`src/rtl/instr_encoder_loader_pkg.sv`:
```
// Shared field widths, opcode/condition encodings, FSM states and the field
// bundle used by the instruction loader and its packer.
package instr_encoder_loader_pkg;

  localparam int unsigned WORD_W  = 32;
  localparam int unsigned COND_W  = 4;
  localparam int unsigned OP_W    = 2;
  localparam int unsigned FUNCT_W = 6;
  localparam int unsigned REG_W   = 4;
  localparam int unsigned OPND_W  = 24;

  localparam logic [OP_W-1:0] OP_DP  = 2'b00;
  localparam logic [OP_W-1:0] OP_MEM = 2'b01;
  localparam logic [OP_W-1:0] OP_BR  = 2'b10;
  localparam logic [OP_W-1:0] OP_ILL = 2'b11;

  typedef enum logic [COND_W-1:0] {
    COND_EQ = 4'h0, COND_NE, COND_CS, COND_CC, COND_MI, COND_PL, COND_VS, COND_VC,
    COND_HI, COND_LS, COND_GE, COND_LT, COND_GT, COND_LE, COND_AL
  } cond_e;

  typedef enum logic [1:0] {
    ST_IDLE  = 2'd0,
    ST_LOAD  = 2'd1,
    ST_WRITE = 2'd2,
    ST_DONE  = 2'd3
  } state_e;

  typedef struct packed {
    logic [COND_W-1:0]  cond;
    logic [OP_W-1:0]    op;
    logic [FUNCT_W-1:0] funct;
    logic [REG_W-1:0]   rn;
    logic [REG_W-1:0]   rd;
    logic [OPND_W-1:0]  operand;
  } bundle_t;

endpackage

```
`src/rtl/instr_encoder_loader_pack.sv`:
```
// Combinational field->word packer for the ARM-subset instruction format.
module instr_pack
  import instr_encoder_loader_pkg::*;
(
  input  bundle_t             bundle,
  output logic [WORD_W-1:0]   word_c
);

  // Branches keep only funct[5:4] and the full imm24; illegal op packs to zero.
  always_comb begin
    word_c = '0;
    case (bundle.op)
      OP_DP, OP_MEM: word_c = {bundle.cond, bundle.op, bundle.funct,
                               bundle.rn, bundle.rd, bundle.operand[11:0]};
      OP_BR:         word_c = {bundle.cond, OP_BR, bundle.funct[5:4], bundle.operand};
      default:       word_c = '0;
    endcase
  end

endmodule

```
`src/rtl/instr_encoder_loader.sv`:
```
// Accepts field bundles over valid/ready, packs them and writes them
// sequentially into instruction memory until last, overflow or illegal op.
module instr_encoder_loader
  import instr_encoder_loader_pkg::*;
#(
  parameter int unsigned       ADDR_W    = 32,
  parameter logic [ADDR_W-1:0] BASE_ADDR = '0,
  parameter int unsigned       DEPTH     = 64,
  localparam int unsigned      CNT_W     = $clog2(DEPTH + 1)
) (
  input  logic                 clk,
  input  logic                 rst_n,
  input  logic                 start,
  input  logic                 in_valid,
  output logic                 in_ready,
  input  logic [COND_W-1:0]    in_cond,
  input  logic [OP_W-1:0]      in_op,
  input  logic [FUNCT_W-1:0]   in_funct,
  input  logic [REG_W-1:0]     in_rn,
  input  logic [REG_W-1:0]     in_rd,
  input  logic [OPND_W-1:0]    in_operand,
  input  logic                 in_last,
  output logic                 imem_we,
  output logic [ADDR_W-1:0]    imem_addr,
  output logic [WORD_W-1:0]    imem_wdata,
  input  logic                 imem_ready,
  output logic                 busy,
  output logic                 done,
  output logic                 err,
  output logic [CNT_W-1:0]     count
);

  state_e              state;
  state_e              state_nxt;
  logic                last_q;
  bundle_t             bundle;
  logic [WORD_W-1:0]   word_c;
  logic [CNT_W-1:0]    count_inc_c;
  logic                start_ok_c;
  logic                accept_c;
  logic                illegal_c;
  logic                write_fire_c;
  logic                full_c;

  assign bundle = '{cond: in_cond, op: in_op, funct: in_funct,
                    rn: in_rn, rd: in_rd, operand: in_operand};

  instr_pack u_pack (
    .bundle (bundle),
    .word_c (word_c)
  );

  assign count_inc_c  = count + CNT_W'(1);
  assign full_c       = (count_inc_c == CNT_W'(DEPTH));
  assign start_ok_c   = start && (state == ST_IDLE || state == ST_DONE);
  assign accept_c     = (state == ST_LOAD) && in_valid;
  assign illegal_c    = (in_op == OP_ILL);
  assign write_fire_c = (state == ST_WRITE) && imem_ready;

  // Next-state decode
  always_comb begin
    state_nxt = state;
    case (state)
      ST_IDLE:  if (start) state_nxt = ST_LOAD;
      ST_LOAD:  if (in_valid) state_nxt = illegal_c ? ST_DONE : ST_WRITE;
      ST_WRITE: if (imem_ready) state_nxt = (last_q || full_c) ? ST_DONE : ST_LOAD;
      ST_DONE:  if (start) state_nxt = ST_LOAD;
      default:  state_nxt = ST_IDLE;
    endcase
  end

  // State, datapath and registered outputs
  always_ff @(posedge clk) begin
    if (!rst_n) begin
      state      <= ST_IDLE;
      last_q     <= 1'b0;
      in_ready   <= 1'b0;
      imem_we    <= 1'b0;
      imem_addr  <= BASE_ADDR;
      imem_wdata <= '0;
      busy       <= 1'b0;
      done       <= 1'b0;
      err        <= 1'b0;
      count      <= '0;
    end else begin
      state    <= state_nxt;
      in_ready <= (state_nxt == ST_LOAD);
      busy     <= (state_nxt == ST_LOAD) || (state_nxt == ST_WRITE);
      imem_we  <= (state_nxt == ST_WRITE);
      done     <= (state_nxt == ST_DONE) && (state != ST_DONE);

      if (start_ok_c) begin
        imem_addr <= BASE_ADDR;
        count     <= '0;
        err       <= 1'b0;
      end

      if (accept_c && !illegal_c) begin
        imem_wdata <= word_c;
        last_q     <= in_last;
      end

      if (accept_c && illegal_c) err <= 1'b1;

      // Reaching DEPTH without a last-flagged word is an overflow.
      if (write_fire_c) begin
        count     <= count_inc_c;
        imem_addr <= imem_addr + ADDR_W'(4);
        if (!last_q && full_c) err <= 1'b1;
      end
    end
  end

endmodule

```
`config.mk`:
```
export PLATFORM = sky130hd
export DESIGN_NAME = instr_encoder_loader
export DESIGN_NICKNAME = d
export VERILOG_FILES = /design/src/rtl/instr_encoder_loader_pkg.sv /design/src/rtl/instr_encoder_loader_pack.sv /design/src/rtl/instr_encoder_loader.sv
export SDC_FILE = /design/constraint.sdc
export NUM_CORES = 1
export LEC_CHECK = 0
export ABC_AREA = 1
export BUFFER_PORTS_ARGS = -buffer_cell sky130_fd_sc_hd__buf_2
export CORE_MARGIN = 2
export CORE_UTILIZATION = 35
export DETAILED_ROUTE_END_ITERATION = 7
export SLEW_MARGIN = 20
export SYNTH_ARGS = -nofsm -noshare
export SYNTH_HDL_FRONTEND = slang
export SYNTH_SLANG_ARGS = --single-unit
```
`constraint.sdc`:
```
create_clock -name clk -period 2.05 [get_ports clk]
set_input_delay 0.3075 -clock clk [delete_from_list [all_inputs] [get_ports clk]]
set_output_delay 0.3075 -clock clk [all_outputs]
set_load 0.01 [all_outputs]
```
* Word level (Yosys, flattened, before mapping)
Index checks and enable logic that the tools add are counted.
** Operators by class
- Add/subtract/negate cells :: 2
- Order comparisons :: 0
- Divide/modulo/power cells :: 0
- Shifts and indexed selects :: 0
- Mux-type cells :: 15
- Bitwise gates (word level) :: 0
- Multiply operators :: 0
- Reduce and logical (&&, ||, !) cells :: 17
- Equal/unequal tests :: 11
** Operators with widths (count)
- 32-bit two-way mux :: 2
- 32-bit one-hot mux with 2 select lines :: 1
- 32-bit by 3-bit adder with 32-bit output, second input constant :: 1
- 7-bit two-way mux :: 2
- 2-bit == test, second input constant :: 6
- 2-bit two-way mux :: 4
- 7-bit by 1-bit adder with 7-bit output, second input constant :: 1
- 7-bit == test, second input constant :: 1
- 1-bit logical AND :: 7
- 2-bit by 1-bit == test with 1-bit output, second input constant :: 3
- 2-bit one-hot mux with 3 select lines :: 1
- 1-bit two-way mux :: 5
- 2-bit zero test :: 2
- 2-bit OR reduction :: 2
- 1-bit logical OR :: 3
- 1-bit zero test :: 2
- 2-bit != test, second input constant :: 1
- 2-bit nonzero test :: 1
** Word-level totals
- ROM bits :: 0
- Memories :: 0
- Bits in registers :: 79
- Memory bits (writable) :: 0
- Output and inout port bits :: 76
- Latch bits :: 0
- Input bits :: 50

* Longest topological paths before layout
Gate-level depths: netlist of run 1.
- Word-level depth :: 8
- Depth in mapped cells :: 15

* Hierarchy
A second synthesis of run 1 with hierarchy kept.
** Second synthesis, totals
- Cells, all modules :: 589
- Area total of the unflattened synthesis :: 3958.8 um^2
** Modules (own cells, without submodules)
- instr_encoder_loader :: cells each 507, area each 3624.7 um^2, sequential area each 1541.5 um^2, times used 1
- instr_pack :: cells each 82, area each 334.1 um^2, sequential area each 0.0 um^2, times used 1

* Least setup slack after synthesis of run 1
Ideal clock, no wire load.
- Kind :: reg2reg
- From :: register state[0]
- To :: register busy
- Clock period less this slack :: 1.852 ns
- Buffers on the path :: 0
- Path slack :: 0.198 ns
- Stages on the path, launching flop included :: 12
- Arrival time :: 1.743 ns
- Cells stage by stage :: dfxtp_1 inv_1 ha_1 nand2_1 nand2_1 inv_1 nand2_1 o221ai_1 inv_1 ha_1 nand2_1 inv_1
** On the way
- Cells in the longest elaborated chain, start to end :: 5
** RTL lines
- start: declaration :: line instr_encoder_loader.sv:33 : state_e state;
- start signal: assignment :: line instr_encoder_loader.sv:86 : state <= state_nxt;
- 2-bit == test or 2-bit zero test (tied branches) :: line instr_encoder_loader.sv:63 : case (state)
- 2-bit OR reduction (no line)
- 2-bit one-hot mux with 3 select lines * :: line instr_encoder_loader.sv:63
- named net state_nxt[0] :: line instr_encoder_loader.sv:34 : state_e state_nxt;
- 2-bit by 1-bit == test with 1-bit output or 2-bit == test (tied branches) :: line instr_encoder_loader.sv:88 : busy <= (state_nxt == ST_LOAD) || (state_nxt == ST_WRITE);
- 1-bit logical OR * :: line instr_encoder_loader.sv:88
- end signal: assignment :: line instr_encoder_loader.sv:88
- end: declaration :: line instr_encoder_loader.sv:27 : output logic busy,
Mark *: on every way through the listed nets, which the timed path passes. The rest lies on a longest branch.
A chain may end at the register's enable or synchronous reset.

* Worst setup path after layout of run 1
Same ends and word-level chain as after synthesis.

==> results_tabular.tex, run 1 <==
\begin{tabular}{lr}
\hline
Metric & Value \\
\hline
\multicolumn{2}{l}{\textbf{Timing}} \\
Final hold vios & 0 \\
Achievable clock frequency & 525 MHz \\
Final number of setup-violating endpoints & 0 \\
Setup\_tns & 0 ns \\
Worst setup slack after layout & 0.147 ns \\
Post-layout min period & 1.90 ns \\
Relative slew slack & 0.640 \\
Slew @ Worst Pin & 0.537 ns \\
Clock tree skew after final layout & 0.00994 ns \\
Final Max Slew Viols & 0 \\
Ratio of final minimum period to clock period & 0.928 \\
Worst slack on hold paths & 0.166 ns \\
\multicolumn{2}{l}{\textbf{CTS}} \\
Clock slew seen by the registers of the worst setup and hold paths & 0.09 ns \\
CTS tree & built \\
Worst-skew pair later-pin latency & 0.36 ns \\
Clock Tree Root & sky130\_fd\_sc\_hd\_\_clkbuf\_8 \\
Number of levels in the clock H-tree & 3 \\
CTS Hold Bufs & 0 \\
CTS Sinks & 77 \\
CTS Buf Count & 9 \\
Max Buffers Root-to-Sink & 2 \\
\multicolumn{2}{l}{\textbf{Pwr}} \\
Worst ir drop on vdd & 0.000477 V \\
Part of the total power dissipated in sequential elements & 0.428 \\
Clk network pwr share & 0.298 \\
Pint & 2.67 mW \\
Switching portion of total power & 0.342 \\
Pwr Total & 4.06 mW \\
Cell leakage power & 2.25 nW \\
Switching pwr & 1.39 mW \\
Power per Cell Area & 823 nW/µm² \\
Part of the total power dissipated in combinational logic & 0.274 \\
\multicolumn{2}{l}{\textbf{Die}} \\
Area of the placeable core & 10,800 µm² \\
Die height & 109 µm \\
Area enclosed by the die boundary & 11,900 µm² \\
Number of I/O pins & 126 \\
Core Rows & 38 \\
Die extent in x & 109 µm \\
Initial standard-cell utilization of the core & 0.357 \\
\multicolumn{2}{l}{\textbf{Detailed routing}} \\
Total via count after detailed routing & 4,096 \\
Via/cell ratio & 4.90 \\
Violation count after the first detailed-routing iteration & 243 \\
Count of antenna-violating nets left after detailed routing & 0 \\
Initial DRT Pass Iterations & 4 \\
Post-detailed-routing wire length & 11,400 µm \\
Post-detailed-route wirelength per cell & 13.6 µm \\
\# DRC & 0 \\
\multicolumn{2}{l}{\textbf{Global route}} \\
Via count of the first global-routing pass & 3,889 \\
Number of antenna violations at the first check in global routing & 0 \\
Leftover overflow at the end of global routing & 0 \\
Pin count of the biggest net entering global routing & 44 \\
Global routing usage summed across all routing layers & 0.198 \\
Wire length of the first global-routing pass & 18,300 µm \\
\multicolumn{2}{l}{\textbf{Synthesis}} \\
Yosys cell types & 40 \\
Area share of the largest cell type after synthesis & 0.400 \\
Mapped Avg Cell Area & 6.87 µm² \\
Ys flop type & sky130\_fd\_sc\_hd\_\_dfxtp\_1 \\
Count of flip-flops with a built-in enable after synthesis & 0 \\
Area leader, netlist & sky130\_fd\_sc\_hd\_\_dfxtp\_1 \\
Netlist area before placement & 3850 µm² \\
Synth Instances & 561 \\
Leading post-synthesis cells by instance count & sky130\_fd\_sc\_hd\_\_nand2\_1 (140), sky130\_fd\_sc\_hd\_\_nor2\_1 (87), sky130\_fd\_sc\_hd\_\_dfxtp\_1 (77), sky130\_fd\_sc\_hd\_\_inv\_1 (54), sky130\_fd\_sc\_hd\_\_o21ai\_0 (41) \\
Sequential fraction of the synthesis area & 0.400 \\
Number of synthesized register bits & 77 \\
Top area cells in the synthesized netlist & sky130\_fd\_sc\_hd\_\_dfxtp\_1 (40\%), sky130\_fd\_sc\_hd\_\_nand2\_1 (14\%), sky130\_fd\_sc\_hd\_\_nor2\_1 (8.5\%) \\
Most frequent cell after synthesis & sky130\_fd\_sc\_hd\_\_nand2\_1 \\
Synth warn & 0 \\
Proportion of register bits with asynchronous set or reset after synthesis & 0 \\
\multicolumn{2}{l}{\textbf{Layout}} \\
Post-route non-filler standard cell count & 836 \\
Count of inserted antenna diode cells & 0 \\
Fill count & 1,120 \\
Layout cells sized above 1 & 0.269 \\
Area Growth Syn to Fin & 28.0\% \\
Final \#Nets & 750 \\
\multicolumn{2}{l}{\textbf{Worst hold path}} \\
Min-Delay Endpoint & imem\_wdata[25] \\
Hold Path Origin & in\_funct[5] \\
Cell depth of the worst min-delay path & 3 \\
Tightest Hold Check Type & in2reg \\
\multicolumn{2}{l}{\textbf{Worst setup path}} \\
FF-to-FF Start & state[0] \\
Type of the setup path with the least slack & reg2reg \\
Highest net fanout along the worst path & 3 \\
Setup slack, reg-to-reg & 0.15 ns \\
Endpoint of the most critical register-to-register path & busy \\
Crit path capture type & flip-flop \\
Critical Path Source Type & flip-flop \\
Arrival time of the worst setup path & 2.17 ns \\
Required time worst endpoint & 2.31 ns \\
Register-to-Register Path Depth & 11 \\
\multicolumn{2}{l}{\textbf{Place}} \\
Minimum setup slack after placement & 0.0221 ns \\
Post-detailed-placement half-perimeter wirelength & 8350 µm \\
Gpl congestion & 0.886 \\
I/O Buffers & 123 \\
Dpl cells & 818 \\
\multicolumn{2}{l}{\textbf{Run status}} \\
Run status & finished clean \\
\multicolumn{2}{l}{\textbf{Flow run}} \\
Number of max-cap violations & 0 \\
\hline
\end{tabular}
-- kinds of logic after synthesis --
kind of cell | synth area share
and+or+nand+nor | 0.343
AOI/OAI and AO/OA | 0.144
DFF | 0.400
buffers and inverters | 0.0786
adders and majority gates | 0.0292
xor gates and xnor gates | 0.00455
other | 0.000973
-- area by class of cell --
class	instances	area (µm²)	share of cell area
clock buffer	10	138	0.0279
clock inverter	6	70.1	0.0142
inverter	56	211	0.0429
multi-input combinational	409	2050	0.415
sequential	77	1550	0.314
tap	140	175	0.0355
timing repair buffer	138	741	0.150
-- worst max path at each step --
stage | start | slack (ns) | to
after floorplan | state[0] | 0.20 | busy
after global placement | state[0] | 0.17 | busy
after detailed placement | state[1] | 0.02 | busy
after CTS | state[1] | 0.00004 | busy
after global routing | count[0] | -0.05 | busy
final | state[0] | 0.15 | busy
-- power groups by stage --
stage,sequential [mW],combinational [mW],clock [mW]
after floorplan,1.84,0.555,0
after CTS,1.74,1.08,1.25
after global placement,1.76,1.05,0
final,1.74,1.11,1.21
after detailed placement,1.77,1.08,0
after global routing,1.76,1.26,1.31
-- cells in the final DEF (no fill, tap or decap), types with 8 or more instances in the layout --
cell type and instances:
sky130_fd_sc_hd__nand2_1 140, sky130_fd_sc_hd__buf_2 123, sky130_fd_sc_hd__nor2_1 85, sky130_fd_sc_hd__dfxtp_1 74
sky130_fd_sc_hd__inv_1 54, sky130_fd_sc_hd__o21ai_0 41, sky130_fd_sc_hd__a21oi_1 32, sky130_fd_sc_hd__nand3_1 30
sky130_fd_sc_hd__buf_4 14, sky130_fd_sc_hd__clkbuf_8 10, sky130_fd_sc_hd__nand4_1 8, sky130_fd_sc_hd__nor3_1 8
sky130_fd_sc_hd__a31oi_1 8, sky130_fd_sc_hd__ha_1 8
-- worst max-delay path: stages, from the launching register on --
cell,delay (ns)
sky130_fd_sc_hd__dfxtp_1,0.33
sky130_fd_sc_hd__inv_1,0.05
sky130_fd_sc_hd__ha_1,0.33
sky130_fd_sc_hd__nand2_1,0.14
sky130_fd_sc_hd__nand2_1,0.13
sky130_fd_sc_hd__inv_1,0.09
sky130_fd_sc_hd__nand2_1,0.08
sky130_fd_sc_hd__o221ai_4,0.18
sky130_fd_sc_hd__inv_1,0.09
sky130_fd_sc_hd__ha_1,0.29
sky130_fd_sc_hd__nand2_1,0.07
sky130_fd_sc_hd__inv_1,0.04
-- layer usage --
metal | vias up | track usage | share of wire
li1 | 2083 | - | -
met1 | 1823 | 0.232 | 0.42
met2 | 174 | 0.332 | 0.47
met3 | 16 | 0.0634 | 0.089
met4 | 0 | 0.0842 | 0.017
met5 | - | 0 | 0
-- sequential cells by signal, indices dropped and copies added, names as in the netlist --
register,cells
err,1
in_ready,1
busy,1
done,1
count,7
imem_addr,30
state,2
imem_we,1
last_q,1
imem_wdata,32
-- metrics by stage --
step           utilization  area [µm²]
4_1_cts              0.452        4870
2_1_floorplan            -        3860
5_1_grt              0.457        4930
6_report             0.457        4930
3_3_place_gp         0.432        4670
3_5_place_dp         0.432        4670
-- what timing repair did --
item                                   CTS  global route
setup endpoints to repair                0             4
resized for setup                        0            11
buffers inserted                         0             2
endpoints found under the hold margin    0             0
Power figures use the tool's default switching activity.
==> run 2: changes to the inputs <==
PLACE_DENSITY = 0.57   (was default)
==> run 2 against run 1 <==
Effect of this change:
- total power shrank 2.1%
- global-route usage shrank 0.75 points
- wire length shrank 2.4%
- sequential power is essentially flat
- non-clock buffer count is the same
- clock skew shrank 0.0010 ns
- first-iteration DRC count shrank 24%
- highest routed layer unchanged
- critical path depth is the same
- critical endpoint unchanged
- combinational power shrank 5%
- cell area shrank 0.99%
==> results_tabular.tex, run 2 (synthesis gave the netlist of run 1 again) <==
\begin{tabular}{lr}
\hline
Metric & Value \\
\hline
\multicolumn{2}{l}{\textbf{Run status}} \\
Run status & finished clean (unchanged) \\
\multicolumn{2}{l}{\textbf{Layout}} \\
Post-layout instance area & 4880 µm² (was 4930 µm²) \\
Leading cell type in the layout, fill and taps excluded & sky130\_fd\_sc\_hd\_\_nand2\_1 (unchanged) \\
Reg area & 1540 µm² (was 1550 µm²) \\
Layout cells sized above 1 & 0.266 (was 0.269) \\
Fin util & 0.453 (was 0.457) \\
Final \#Nets & 750 (unchanged) \\
Area Growth Syn to Fin & 26.8\% (was 28.0\%) \\
Most frequent cells in the layout & sky130\_fd\_sc\_hd\_\_nand2\_1 (140), sky130\_fd\_sc\_hd\_\_buf\_2 (123), sky130\_fd\_sc\_hd\_\_nor2\_1 (85) (unchanged) \\
Max FFs per register & 32 (unchanged) \\
Leading registers by flop count & imem\_wdata (32), imem\_addr (30), count (7) (unchanged) \\
Fill count & 1,128 (was 1,120) \\
Count of inserted antenna diode cells & 0 (unchanged) \\
Largest Register & imem\_wdata (unchanged) \\
Multi-input gate area in the final layout & 2030 µm² (was 2050 µm²) \\
\multicolumn{2}{l}{\textbf{Die}} \\
Area of the placeable core & 10,800 µm² (unchanged) \\
Number of I/O pins & 126 (unchanged) \\
Area enclosed by the die boundary & 11,900 µm² (unchanged) \\
Initial standard-cell utilization of the core & 0.357 (unchanged) \\
Core Rows & 38 (unchanged) \\
Die extent in x & 109 µm (unchanged) \\
Die height & 109 µm (unchanged) \\
\multicolumn{2}{l}{\textbf{Worst setup path}} \\
Endpoint of the most critical register-to-register path & busy (unchanged) \\
Required time worst endpoint & 2.30 ns (was 2.31 ns) \\
FF-to-FF Start & state[0] (unchanged) \\
Setup slack, reg-to-reg & 0.15 ns (about the same) \\
Crit path capture type & flip-flop (unchanged) \\
Arrival time of the worst setup path & 2.15 ns (was 2.17 ns) \\
Critical Path Source Type & flip-flop (unchanged) \\
First element of the critical path & state[0] (unchanged) \\
Highest net fanout along the worst path & 3 (unchanged) \\
Type of the setup path with the least slack & reg2reg (unchanged) \\
Register-to-Register Path Depth & 11 (unchanged) \\
\multicolumn{2}{l}{\textbf{CTS}} \\
Number of levels in the clock H-tree & 3 (unchanged) \\
Worst-skew pair later-pin latency & 0.35 ns (was 0.36 ns) \\
CTS Hold Bufs & 0 (unchanged) \\
Max Buffers Root-to-Sink & 2 (unchanged) \\
CTS tree & built (unchanged) \\
Clock Tree Root & sky130\_fd\_sc\_hd\_\_clkbuf\_8 (unchanged) \\
Clock slew seen by the registers of the worst setup and hold paths & 0.08 ns (was 0.09 ns) \\
CTS Sinks & 77 (unchanged) \\
CTS Buf Count & 9 (unchanged) \\
\multicolumn{2}{l}{\textbf{Worst hold path}} \\
Tightest Hold Check Type & in2reg (unchanged) \\
Min-Delay Endpoint & imem\_wdata[9] (was imem\_wdata[25]) \\
Hold Path Origin & in\_operand[9] (was in\_funct[5]) \\
Cell depth of the worst min-delay path & 3 (unchanged) \\
\multicolumn{2}{l}{\textbf{Detailed routing}} \\
Via/cell ratio & 4.87 (was 4.90) \\
Violation count after the first detailed-routing iteration & 184 (was 243) \\
Total via count after detailed routing & 4,066 (was 4,096) \\
Post-detailed-routing wire length & 11,100 µm (was 11,400 µm) \\
Initial DRT Pass Iterations & 4 (unchanged) \\
\# DRC & 0 (unchanged) \\
Post-detailed-route wirelength per cell & 13.3 µm (was 13.6 µm) \\
Count of antenna-violating nets left after detailed routing & 0 (unchanged) \\
\multicolumn{2}{l}{\textbf{Timing}} \\
Slew @ Worst Pin & 0.551 ns (was 0.537 ns) \\
Ratio of final minimum period to clock period & 0.925 (was 0.928) \\
Post-layout min period & 1.90 ns (about the same) \\
Relative slew slack & 0.631 (was 0.640) \\
Setup\_tns & 0 ns (unchanged) \\
Clock tree skew after final layout & 0.00894 ns (was 0.00994 ns) \\
Achievable clock frequency & 527 MHz (was 525 MHz) \\
Final number of setup-violating endpoints & 0 (unchanged) \\
Final hold vios & 0 (unchanged) \\
Final Max Slew Viols & 0 (unchanged) \\
\multicolumn{2}{l}{\textbf{Pwr}} \\
Pwr Total & 3.98 mW (was 4.06 mW) \\
Cell leakage power & 2.24 nW (was 2.25 nW) \\
Power per Cell Area & 814 nW/µm² (was 823 nW/µm²) \\
Worst ir drop on vdd & 0.000422 V (was 0.000477 V) \\
\multicolumn{2}{l}{\textbf{Global route}} \\
Leftover overflow at the end of global routing & 0 (unchanged) \\
Pin count of the biggest net entering global routing & 27 (was 44) \\
Via count of the first global-routing pass & 3,879 (was 3,889) \\
Global routing usage summed across all routing layers & 0.190 (was 0.198) \\
Wire length of the first global-routing pass & 18,000 µm (was 18,300 µm) \\
Number of antenna violations at the first check in global routing & 0 (unchanged) \\
\multicolumn{2}{l}{\textbf{Place}} \\
Post-detailed-placement half-perimeter wirelength & 8230 µm (was 8350 µm) \\
I/O Buffers & 123 (unchanged) \\
Gpl congestion & 0.879 (was 0.886) \\
Post-place instance area & 4660 µm² (was 4670 µm²) \\
\multicolumn{2}{l}{\textbf{Flow run}} \\
Number of max-cap violations & 0 (unchanged) \\
\hline
\end{tabular}
[run 2: layout make-up]
cell class,count,area share
flip-flops and latches,77,0.316
well taps,140,0.0359
multi-input cells,409,0.415
clock inverters,4,0.00973
repair buffers,138,0.149
clock buffers,11,0.0310
inverters,56,0.0433
[run 2: where the power goes]
part           leakage (nW)  internal (mW)  switching (mW)
clock network         0.101          0.619           0.560
logic                  1.52          0.388           0.673
registers             0.625           1.66          0.0793
[run 2: worst max-delay path by stage]
stage	depth (start not counted)	slack, ns	end
6_report	11	0.15	busy
5_1_grt	14	-0.01	busy
4_1_cts	11	0.04	busy
3_5_place_dp	11	0.06	busy
3_3_place_gp	11	0.17	busy
2_1_floorplan	11	0.20	busy
[run 2: what timing repair did]
| item | 4_1_cts | 5_1_grt |
|---|---|---|
| gates resized for setup | 0 | 6 |
| buffers inserted | 0 | 1 |
| endpoints found under the setup margin | 0 | 3 |
[run 2: critical path: stages, from the launching register on]
cell and delay, ns:
sky130_fd_sc_hd__dfxtp_1 0.33, sky130_fd_sc_hd__inv_1 0.04, sky130_fd_sc_hd__ha_1 0.32, sky130_fd_sc_hd__nand2_1 0.12
sky130_fd_sc_hd__nand2_1 0.13, sky130_fd_sc_hd__inv_1 0.10, sky130_fd_sc_hd__nand2_1 0.07, sky130_fd_sc_hd__o221ai_2 0.20
sky130_fd_sc_hd__inv_1 0.09, sky130_fd_sc_hd__ha_1 0.29, sky130_fd_sc_hd__nand2_1 0.06, sky130_fd_sc_hd__inv_1 0.03
[run 2: stage by stage]
| stage | setup slack [ns] | hold WS [ns] | instances |
|---|---|---|---|
| 4_1_cts | 0.0385 | 0.161 | 834 |
| 2_1_floorplan | 0.198 | 0.442 | 562 |
| 6_report | 0.154 | 0.177 | 835 |
| 3_3_place_gp | 0.173 | 0.451 | 819 |
| 5_1_grt | -0.0111 | 0.184 | 835 |
| 3_5_place_dp | 0.0576 | 0.456 | 819 |
[run 2: per-layer routing]
layer  vias to the layer above  routed length, µm  track usage
met2                       120               5200        0.323
met1                      1846               4990        0.230
li1                       2086                  -            -
met3                        14                736       0.0502
met4                         0                157       0.0714
met5                         -                  0            0
